### src/rtl/wb_arbiter_2m.sv
// Two-master round-robin Wishbone arbiter; the grant locks for the whole CYC of the winner.
// Define WB_ARBITER_TIMEOUT_EN to add a stalled-slave watchdog that aborts with err.
module wb_arbiter_2m #(
  parameter int unsigned AW      = 32,
  parameter int unsigned DW      = 32,
  parameter int unsigned TIMEOUT = 255
) (
  input  logic          clk_i,
  input  logic          rst_i,
  input  logic [AW-1:0] m0_addr_i,
  input  logic          m0_we_i,
  input  logic [DW-1:0] m0_data_i,
  input  logic          m0_cyc_i,
  input  logic          m0_stb_i,
  output logic [DW-1:0] m0_data_o,
  output logic          m0_ack_o,
  output logic          m0_err_o,
  input  logic [AW-1:0] m1_addr_i,
  input  logic          m1_we_i,
  input  logic [DW-1:0] m1_data_i,
  input  logic          m1_cyc_i,
  input  logic          m1_stb_i,
  output logic [DW-1:0] m1_data_o,
  output logic          m1_ack_o,
  output logic          m1_err_o,
  output logic [AW-1:0] s_addr_o,
  output logic          s_we_o,
  output logic [DW-1:0] s_data_o,
  output logic          s_cyc_o,
  output logic          s_stb_o,
  input  logic [DW-1:0] s_data_i,
  input  logic          s_ack_i,
  output logic [1:0]    gnt_o
);

  if (TIMEOUT < 1 || TIMEOUT > 65535) begin : g_bad_timeout
    $error("wb_arbiter_2m: TIMEOUT must be in 1..65535");
  end

  typedef enum logic [1:0] {IDLE = 2'b00, G0 = 2'b01, G1 = 2'b10} state_e;

  state_e state_q, state_d;
  logic   last_q, last_d;
  logic   req0, req1, trip;

`ifdef WB_ARBITER_TIMEOUT_EN
  logic [15:0] wdt_q, wdt_d;
  logic        blk0_q, blk0_d, blk1_q, blk1_d;

  // A master aborted by the watchdog stays locked out until it drops cyc.
  assign req0 = m0_cyc_i & ~blk0_q;
  assign req1 = m1_cyc_i & ~blk1_q;
  assign trip = (state_q != IDLE) && (wdt_q == 16'(TIMEOUT));

  always_comb begin
    wdt_d  = wdt_q;
    blk0_d = blk0_q & m0_cyc_i;
    blk1_d = blk1_q & m1_cyc_i;
    if (state_d != state_q || s_ack_i || state_q == IDLE) begin
      wdt_d = '0;
    end else if (s_stb_o) begin
      wdt_d = wdt_q + 16'd1;
    end
    if (trip && state_q == G0) blk0_d = 1'b1;
    if (trip && state_q == G1) blk1_d = 1'b1;
  end

  always_ff @(posedge clk_i) begin
    if (rst_i) begin
      wdt_q  <= '0;
      blk0_q <= 1'b0;
      blk1_q <= 1'b0;
    end else begin
      wdt_q  <= wdt_d;
      blk0_q <= blk0_d;
      blk1_q <= blk1_d;
    end
  end
`else
  assign req0 = m0_cyc_i;
  assign req1 = m1_cyc_i;
  assign trip = 1'b0;
`endif

  always_ff @(posedge clk_i) begin
    if (rst_i) begin
      state_q <= IDLE;
      last_q  <= 1'b1;
    end else begin
      state_q <= state_d;
      last_q  <= last_d;
    end
  end

  // Release hands straight over to a waiting master with no IDLE cycle.
  always_comb begin
    state_d = state_q;
    last_d  = last_q;
    unique case (state_q)
      IDLE: begin
        if (req0 && req1) state_d = last_q ? G0 : G1;
        else if (req0)    state_d = G0;
        else if (req1)    state_d = G1;
      end
      G0: begin
        if (trip || !m0_cyc_i) begin
          last_d  = 1'b0;
          state_d = (!trip && req1) ? G1 : IDLE;
        end
      end
      G1: begin
        if (trip || !m1_cyc_i) begin
          last_d  = 1'b1;
          state_d = (!trip && req0) ? G0 : IDLE;
        end
      end
      default: state_d = IDLE;
    endcase
  end

  always_comb begin
    s_addr_o  = '0;
    s_we_o    = 1'b0;
    s_data_o  = '0;
    s_cyc_o   = 1'b0;
    s_stb_o   = 1'b0;
    m0_data_o = '0;
    m0_ack_o  = 1'b0;
    m0_err_o  = 1'b0;
    m1_data_o = '0;
    m1_ack_o  = 1'b0;
    m1_err_o  = 1'b0;
    unique case (state_q)
      G0: begin
        s_addr_o  = m0_addr_i;
        s_we_o    = m0_we_i;
        s_data_o  = m0_data_i;
        s_cyc_o   = m0_cyc_i & ~trip;
        s_stb_o   = m0_stb_i & ~trip;
        m0_data_o = s_data_i;
        m0_ack_o  = s_ack_i & ~trip;
        m0_err_o  = trip;
      end
      G1: begin
        s_addr_o  = m1_addr_i;
        s_we_o    = m1_we_i;
        s_data_o  = m1_data_i;
        s_cyc_o   = m1_cyc_i & ~trip;
        s_stb_o   = m1_stb_i & ~trip;
        m1_data_o = s_data_i;
        m1_ack_o  = s_ack_i & ~trip;
        m1_err_o  = trip;
      end
      default: ;
    endcase
  end

  assign gnt_o = state_q;

endmodule

### config.mk
export PLATFORM = sky130hd
export DESIGN_NAME = wb_arbiter_2m
export DESIGN_NICKNAME = d
export VERILOG_FILES = /design/src/rtl/wb_arbiter_2m.sv
export SDC_FILE = /design/constraint.sdc
export NUM_CORES = 1
export LEC_CHECK = 0
export CAP_MARGIN = 20
export CORE_AREA = 2 2 119 121
export CTS_CLUSTER_SIZE = 40
export DETAILED_ROUTE_END_ITERATION = 7
export DIE_AREA = 0 0 121 123
export MAX_ROUTING_LAYER = met4
export PLACE_DENSITY = 0.55
export SKIP_CTS_REPAIR_TIMING = 1
export SLEW_MARGIN = 30
export SYNTH_ARGS = -nofsm -noshare
export SYNTH_HDL_FRONTEND = slang
export SYNTH_SLANG_ARGS = --single-unit
### constraint.sdc
create_clock -name clk_i -period 2.13 [get_ports clk_i]
set_input_delay 0.3195 -clock clk_i [delete_from_list [all_inputs] [get_ports clk_i]]
set_output_delay 0.3195 -clock clk_i [all_outputs]
set_load 0.03 [all_outputs]
After elaboration in Yosys (flattened, before gate mapping)

Index checks and enable logic that the tools add are counted.

Flip-flop bits (word level): 3
Input port bits: 169
Output and inout bits: 137

Eq/ne operators: 5
Multiplexer cells: 21
Reductions and logical operators: 5

Operator list:

| cell                                                | count |
|---|---|
| case mux 32 bit (2 select lines)                    | 2 |
| two-way mux 32 bit                                  | 2 |
| two-way mux 2 bit                                   | 7 |
| case mux 1 bit (2 select lines)                     | 4 |
| case mux 2 bit (3 select lines)                     | 1 |
| AND reduction 3 bit                                 | 2 |
| two-way mux 1 bit                                   | 5 |
| != test 2 bit, second input constant                | 2 |
| != test 4 bit, second input constant                | 1 |
| equality test 2 x 1 -> 1 bit, second input constant | 1 |
| equality test 2 bit, second input constant          | 1 |
| zero test 2 bit                                     | 1 |
| nonzero test 2 bit                                  | 1 |
| logical AND 1 bit                                   | 1 |

Logic depth before layout (Yosys ltp)

Gate-level depths: netlist (run 1).

Word-level depth: 4
Gate-level depth with buffers: 8
Gate-level depth less buffers: 6

Least setup slack after synthesis (run 1)

No wires, ideal clock.

Path type: register to output
Start point: register state_q[0] (netlist: gnt_o[0])
End point: output s_addr_o[0]
Data arrival time: 1.929 ns
Required time: 1.811 ns
Setup slack: -0.119 ns
Stages on the path, launching flop included: 6
Cell sequence: dfxtp_1 inv_1 ha_1 clkbuf_1 clkbuf_1 nor2b_1

Cells in the longest elaborated chain, start to end: 2

Ends and longest elaborated chain:

| what                                                                | RTL line | RTL |
|---|---|---|
| start, declared                                                     | 42       | `state_e state_q, state_d;` |
| start signal, assigned                                              | 90       | `state_q <= state_d;` |
| equality test 2 bit or equality test 2 x 1 -> 1 bit (tied branches) | 133      | `unique case (state_q)` |
| case mux 32 bit (2 select lines) (*)                                | 133      |  |
| end, declared                                                       | 26       | `output logic [AW-1:0] s_addr_o,` |

Mark *: on every way between the ends. The rest lies on a longest branch, timed or not.

Worst setup path in the final report (run 1)

Start point: register state_q[0] (netlist: gnt_o[0])
End point: output s_data_o[1]

Cells in the longest elaborated chain, start to end: 2

Ends and longest elaborated chain:

| what                                                                | RTL line | RTL |
|---|---|---|
| equality test 2 bit or equality test 2 x 1 -> 1 bit (tied branches) | 133      |  |
| case mux 32 bit (2 select lines) (*)                                | 133      |  |
| end, declared                                                       | 28       | `output logic [DW-1:0] s_data_o,` |

Marked as above.

==> flow_metrics.py, run 1 <==
metrics = {
    "run_status": {
        "status": "finished clean",
    },
    "setup_path": {
        "crit_slowest_cell": "ha_1",
        "path_buf_inv": 3,
        "crit_required_ns": 1.81,
        "worst_path_dominant_cell_family": "buffers and inverters",
        "startpoint": "gnt_o[0]$_SDFFE_PP0P_",
        "worstSetupStartpointType": "register",
        "cpPeakStageDelay_ns": 0.38,
        "r2r_start": "gnt_o[1]$_SDFFE_PP0P_",
        "cp_common_cell": "buf_12",
        "cp_data_arrival_time_ns": 1.72,
        "crit_chain": "inv_1 -> ha_1 -> buf_12 -> nor2b_1 -> buf_12",
        "critPathKind": "register to primary output",
        "path_max_fanout": 39,
        "worstSetupEndpointType": "primary output",
    },
    "sta": {
        "fin_ws_ns": 0.0927,
        "period_needed_ns": 2.04,
        "min_period_over_period_pct": 95.6,
        "hold_viol": 0,
        "slew_viol_final": 0,
        "fin_hold_ws_ns": 0.548,
        "max_freq_mhz": 491,
        "finalSetupTns_ns": 0,
        "finalSetupViolCount": 0,
        "skew_ns": 0.00216,
    },
    "drt": {
        "via_count": 3100,
        "wl_per_cell_um": 15.9,
        "drt_wl_total_um": 11600,
        "viasPerCell": 4.27,
        "antenna_left": 0,
        "first_pass_iters": 4,
        "drc": 0,
        "drt-initial-drc-count": 120,
    },
    "clock_tree": {
        "cts.clk_slew.worst_paths_ns": 0.03,
        "clkLatencyLatePin_ns": 0.23,
        "cts_buffer_depth": 2,
        "clock-sinks": 3,
        "cts_buffers": 3,
        "cts_tree": "built",
        "cts_max_level": 1,
        "cts_root_buf": "clkbuf_16",
    },
    "worst_hold_path": {
        "min_from": "last_q$_SDFFE_PP1P_",
        "hold_path_class": "register to register",
    },
    "grt": {
        "overflow": 0,
        "antenna_found_initial": 1,
        "track_usage_pct": 14.3,
        "grt_max_degree": 63,
        "grt_pass1_vias": 3120,
        "grt_pass1_wl_um": 16300,
    },
    "synthesis": {
        "synth.top_cell.area_share_pct": 28.9,
        "synthTopCellsByCount": "a22oi_1 (67), nor2b_1 (67), and2_1 (66), clkbuf_1 (22)",
        "synth_top_area_cell": "a22oi_1",
        "synth.distinct_cells": 22,
        "netlist_top_cells_area": "a22oi_1 (29%), nor2b_1 (24%), and2_1 (24%)",
        "synthCells": 261,
        "synth_ff_type": "dfxtp_1",
        "yosysSeqAreaShare_pct": 3.45,
        "synth-seq-cells": 3,
        "yosys_warnings": 0,
        "async_reset_ff_share_pct": 0,
        "syn_area_per_cell_sq_um": 6.68,
        "netlist_area_sq_mm": 0.00174,
        "synth_edf_count": 0,
    },
    "power_and_ir_drop": {
        "max-vdd-ir-drop_mv": 0.230,
        "sw_frac_of_total_pct": 49.0,
        "p_sw_uw": 1540,
        "p_per_area_mw_per_mm2": 638,
        "power_frac_comb_pct": 87.5,
        "p_int_uw": 1600,
        "power_frac_seq_pct": 2.8,
        "p_leak_uw": 0.00199,
        "power_frac_clock_pct": 9.7,
    },
    "floorplanning": {
        "initial_core_util_pct": 12.8,
        "die_h_um": 123,
        "core_sq_mm": 0.0136,
        "die_w_um": 121,
        "dieArea_sq_mm": 0.0149,
        "rows": 43,
        "io-pin-count": 306,
    },
    "flow_run": {
        "drv_cap": 0,
    },
    "placed_design": {
        "detailed_place_hpwl_um": 9280,
        "gp_congestion": 0.778,
        "port_buffers": 303,
        "dp_slack_ns": 0.239,
    },
    "finish": {
        "fin_nets": 720,
        "nFillCells": 1397,
        "drive_above_1_share_pct": 33.6,
        "area_delta_synth_final_pct": 182,
    },
}
==> power by group through the flow <==
stage	sequential, uW	combinational (uW)	clock [uW]
final	87.3	2750	304
after floorplan	98.6	1580	0
after global placement	83.2	2730	0
after detailed placement	84.5	2750	0
after global routing	89.9	2930	313
after CTS	83.6	2750	310
==> final timing paths <==
kind / end / slack [ns] / depth (start not counted)
setup reg to reg: gnt_o[1]$_SDFFE_PP0P_ / 0.43 / 7
hold / removal: last_q$_SDFFE_PP1P_ / 0.55 / 2
setup / recovery: s_data_o[1] / 0.09 / 5
hold reg to reg: last_q$_SDFFE_PP1P_ / 0.55 / 2
==> flip-flops by register name, indices dropped and copies added (netlist names) <==
name	count
gnt_o	2
last_q	1
==> through the flow <==
step / util, % / cells / total power (uW) / area [sq um]
2_1_floorplan: - / 262 / 1680 / 1820
3_3_place_gp: 35.3 / 721 / 2810 / 4810
3_5_place_dp: 35.3 / 721 / 2830 / 4810
4_1_cts: 35.9 / 725 / 3150 / 4890
5_1_grt: 36.1 / 726 / 3330 / 4920
6_report: 36.1 / 726 / 3140 / 4920
==> logic make-up after synthesis <==
group	synth area share, %
buffers and inverters	9.19
adder cells (fa/ha/maj)	3.59
AND/OR/NAND/NOR	51.5
multiplexers	0.574
AO/OA/AOI/OAI	31.5
flip-flops	3.45
other	0.215
==> worst register-to-register path: cells and delay by family, from the launching register on <==
family	cells	cell delay [ns]
AO/OA/AOI/OAI	2	0.48
adder cells (fa/ha/maj)	1	0.21
buffers and inverters	2	0.26
flip-flops	1	0.39
multiplexers	1	0.20
AND/OR/NAND/NOR	1	0.05
==> area by class of cell <==
cell class                      count  area (sq um)  share of cell area (%)
Tap cell                          180           225                    4.58
Multi-Input combinational cell    225          1630                    33.1
Timing Repair Buffer              311          2910                    59.2
Antenna cell                        1          2.50                  0.0509
Sequential cell                     3          61.3                    1.25
Inverter                            2          7.51                   0.153
Clock buffer                        4          78.8                    1.60
==> cells in the final DEF, fill, tap and decap left out <==
cell             Yosys  layout
a21oi_1              3       3
a22oi_1             67      67
a31oi_1              1       1
and2_1              66      66
buf_12               0      12
buf_4                3     128
buf_6                2       1
clkbuf_1            22       1
clkbuf_16            0       3
clkdlybuf4s50_1      0     170
conb_1               1       2
dfxtp_1              3       2
dfxtp_2              0       1
diode_2              0       1
ha_1                 5       3
ha_2                 0       1
ha_4                 0       1
inv_1                2       2
mux2i_1              1       1
nand2_1              2       2
nand2b_1             3       3
nand3b_1             1       1
nand3b_4             1       1
nor2_1               3       3
nor2b_1             67      32
nor2b_2              0      35
o21a_1               1       1
o21bai_1             1       1
o32a_1               1       1
==> per-layer routing <==
metal / share of wire [%] / up-vias / global-route usage [%]
met4: 2.9 / 0 / 5.74
li1: - / 1469 / -
met5: 0 / - / -
met1: 34 / 1411 / 14.1
met2: 53 / 206 / 27.4
met3: 9.8 / 14 / 2.81
Power figures use the tool's default switching activity.
==> run 2, diff against run 1 <==
--- a/config.mk
+++ b/config.mk
@@ -17,3 +17,4 @@
 export SYNTH_ARGS = -nofsm -noshare
 export SYNTH_HDL_FRONTEND = slang
 export SYNTH_SLANG_ARGS = --single-unit
+export TNS_END_PERCENT = 5
==> constraint.sdc (replaced) <==
create_clock -name clk_i -period 1.9 [get_ports clk_i]
set_input_delay 0.285 -clock clk_i [delete_from_list [all_inputs] [get_ports clk_i]]
set_output_delay 0.285 -clock clk_i [all_outputs]
set_load 0.03 [all_outputs]
==> run 2 against run 1 <==
Against the previous run: die area is the same; non-clock buffer count grew 6; first-iteration DRC count decreased by 37%; cell count grew 0.69%; register-to-register slack worse by 0.10 ns; largest power group unchanged; sequential share of layout area about the same; core utilization rose by 1.8 points; critical path depth rose by 1; sequential power rose by 17%.
==> flow_metrics.py, run 2 (synthesis results as in run 1) <==
metrics = {
    "sta": {
        "max_freq_mhz": 534,
        "slew_viol_final": 0,
        "skew_ns": 0.00136,
        "period_needed_ns": 1.87,
        "rsz0062_at_grt": "yes",
        "hold_viol": 0,
        "finalSetupViolCount": 0,
        "fin_hold_ws_ns": 0.528,
        "min_period_over_period_pct": 98.6,
    },
    "drt": {
        "antenna_left": 0,
        "wl_per_cell_um": 17.2,
        "drt_wl_total_um": 12600,
        "drc": 0,
        "via_count": 3065,
        "first_pass_iters": 4,
        "viasPerCell": 4.19,
        "drt-initial-drc-count": 76,
    },
    "setup_path": {
        "startpoint": "gnt_o[0]$_SDFFE_PP0P_",
        "reg2reg_to": "gnt_o[1]$_SDFFE_PP0P_",
        "cp_num_cells": 6,
        "crit_chain": "inv_2 -> ha_4 -> buf_12 -> a22oi_1 -> nor2b_4 -> buf_4",
        "reg2reg_setup_slack_ns": 0.33,
        "path_buf_inv": 3,
        "cp_data_arrival_time_ns": 1.59,
        "r2r_start": "gnt_o[1]$_SDFFE_PP0P_",
        "crit_end": "s_addr_o[7]",
        "crit_slowest_cell": "dfxtp_2",
        "worst_path_dominant_cell_family": "buffers and inverters",
        "worstSetupEndpointType": "primary output",
        "crit_required_ns": 1.62,
        "critPathKind": "register to primary output",
        "cpPeakStageDelay_ns": 0.36,
        "worstSetupStartpointType": "register",
        "path_max_fanout": 40,
        "ff2ff_path_depth": 7,
    },
    "worst_hold_path": {
        "min_from": "last_q$_SDFFE_PP1P_",
        "hold_path_class": "register to register",
        "hold_path_depth": 2,
    },
    "finish": {
        "fin_nets": 726,
        "largest_register_ff_count": 2,
        "layout_common_cells": "clkdlybuf4s50_1 (170), buf_4 (129), and2_1 (66)",
        "area_delta_synth_final_pct": 196,
        "regArea_sq_um": 65.1,
        "drive_above_1_share_pct": 36.7,
        "fin_util_pct": 37.9,
        "final_common_cell": "clkdlybuf4s50_1",
        "multiInputGateArea_sq_mm": 0.00176,
        "nFillCells": 1368,
        "n_antenna_cell": 0,
    },
    "floorplanning": {
        "die_h_um": 123,
        "core_sq_mm": 0.0136,
        "initial_core_util_pct": 12.8,
        "die_w_um": 121,
        "rows": 43,
        "io-pin-count": 306,
        "dieArea_sq_mm": 0.0149,
    },
    "clock_tree": {
        "cts_buffers": 3,
        "clkLatencyLatePin_ns": 0.23,
        "cts_buffer_depth": 2,
        "cts_root_buf": "clkbuf_16",
        "clock-sinks": 3,
        "cts.clk_slew.worst_paths_ns": 0.03,
        "cts_tree": "built",
        "cts_max_level": 1,
    },
    "grt": {
        "grt_pass1_wl_um": 17200,
        "grt_pass1_vias": 3047,
        "antenna_found_initial": 0,
        "grt_max_degree": 46,
        "overflow": 0,
        "track_usage_pct": 15.2,
    },
    "placed_design": {
        "detailed_place_hpwl_um": 9830,
        "port_buffers": 303,
        "gp_congestion": 0.807,
    },
    "power_and_ir_drop": {
        "p_per_area_mw_per_mm2": 742,
        "p_leak_uw": 0.00207,
        "max-vdd-ir-drop_mv": 0.304,
        "finalPower_uw": 3830,
    },
    "run_status": {
        "status": "finished clean",
    },
    "flow_run": {
        "drv_cap": 0,
    },
}
## run 2: cell count changes in the layout (fill, tap and decap cells not counted), moves of 3 or more
cell and delta:
a22oi_1 -11, clkbuf_16 +3, nor2b_2 -14, nor2b_4 +11, nor2b_1 +3, a22oi_2 +11
## run 2: area by class of cell
cell class	instances	area share [%]
tap	180	4.36
timing repair buffer	317	58.7
inverter	2	0.145
sequential	3	1.26
clock buffer	4	1.53
multi-input combinational	225	34.0
## run 2: worst min path at each step
stage	end
CTS	last_q$_SDFFE_PP1P_
detailed placement	last_q$_SDFFE_PP1P_
floorplan	gnt_o[0]$_SDFFE_PP0P_
finish	last_q$_SDFFE_PP1P_
global placement	last_q$_SDFFE_PP1P_
global route	last_q$_SDFFE_PP1P_
## run 2: worst min-delay path, delay by kind of cell (launching register included)
family / cells / cell delay [ns]
AND/OR/NAND/NOR: 1 / 0.10
flip-flops: 1 / 0.31
AO/OA/AOI/OAI: 1 / 0.06
## run 2: per-stage QoR
stage | instance area [sq um] | std cells | setup WS (ns) | setup TNS [ns]
6_report | 5160 | 731 | 0.0274 | 0
2_1_floorplan | 1880 | 262 | -0.0274 | -0.549
5_1_grt | 5160 | 731 | -0.0396 | -0.300
3_5_place_dp | 4880 | 722 | 0.0892 | 0
4_1_cts | 4960 | 726 | -0.159 | -1.95
3_3_place_gp | 4880 | 722 | 0.121 | 0
## run 2: per-layer routing
metal	global-route usage (%)	wire, um	up-vias
met3	2.81	1030	6
li1	-	-	1476
met5	-	0	-
met1	17.5	4770	1405
met4	2.25	48	0
met2	27.9	6750	178
## run 2: where the power goes
group	internal [uW]	total, uW	switching (uW)
clock	277	340	62.6
combinational	1640	3390	1750
sequential	81.1	102	21.4
==> run 3, diff against run 2 <==
--- a/config.mk
+++ b/config.mk
@@ -5,6 +5,7 @@
 export SDC_FILE = /design/constraint.sdc
 export NUM_CORES = 1
 export LEC_CHECK = 0
+export ABC_CLOCK_PERIOD_IN_PS = 1900
 export CAP_MARGIN = 20
 export CORE_AREA = 2 2 119 121
 export CTS_CLUSTER_SIZE = 40
==> results of run 3 <==
No change in the layout: final DEF, timing and power equal those of run 2.
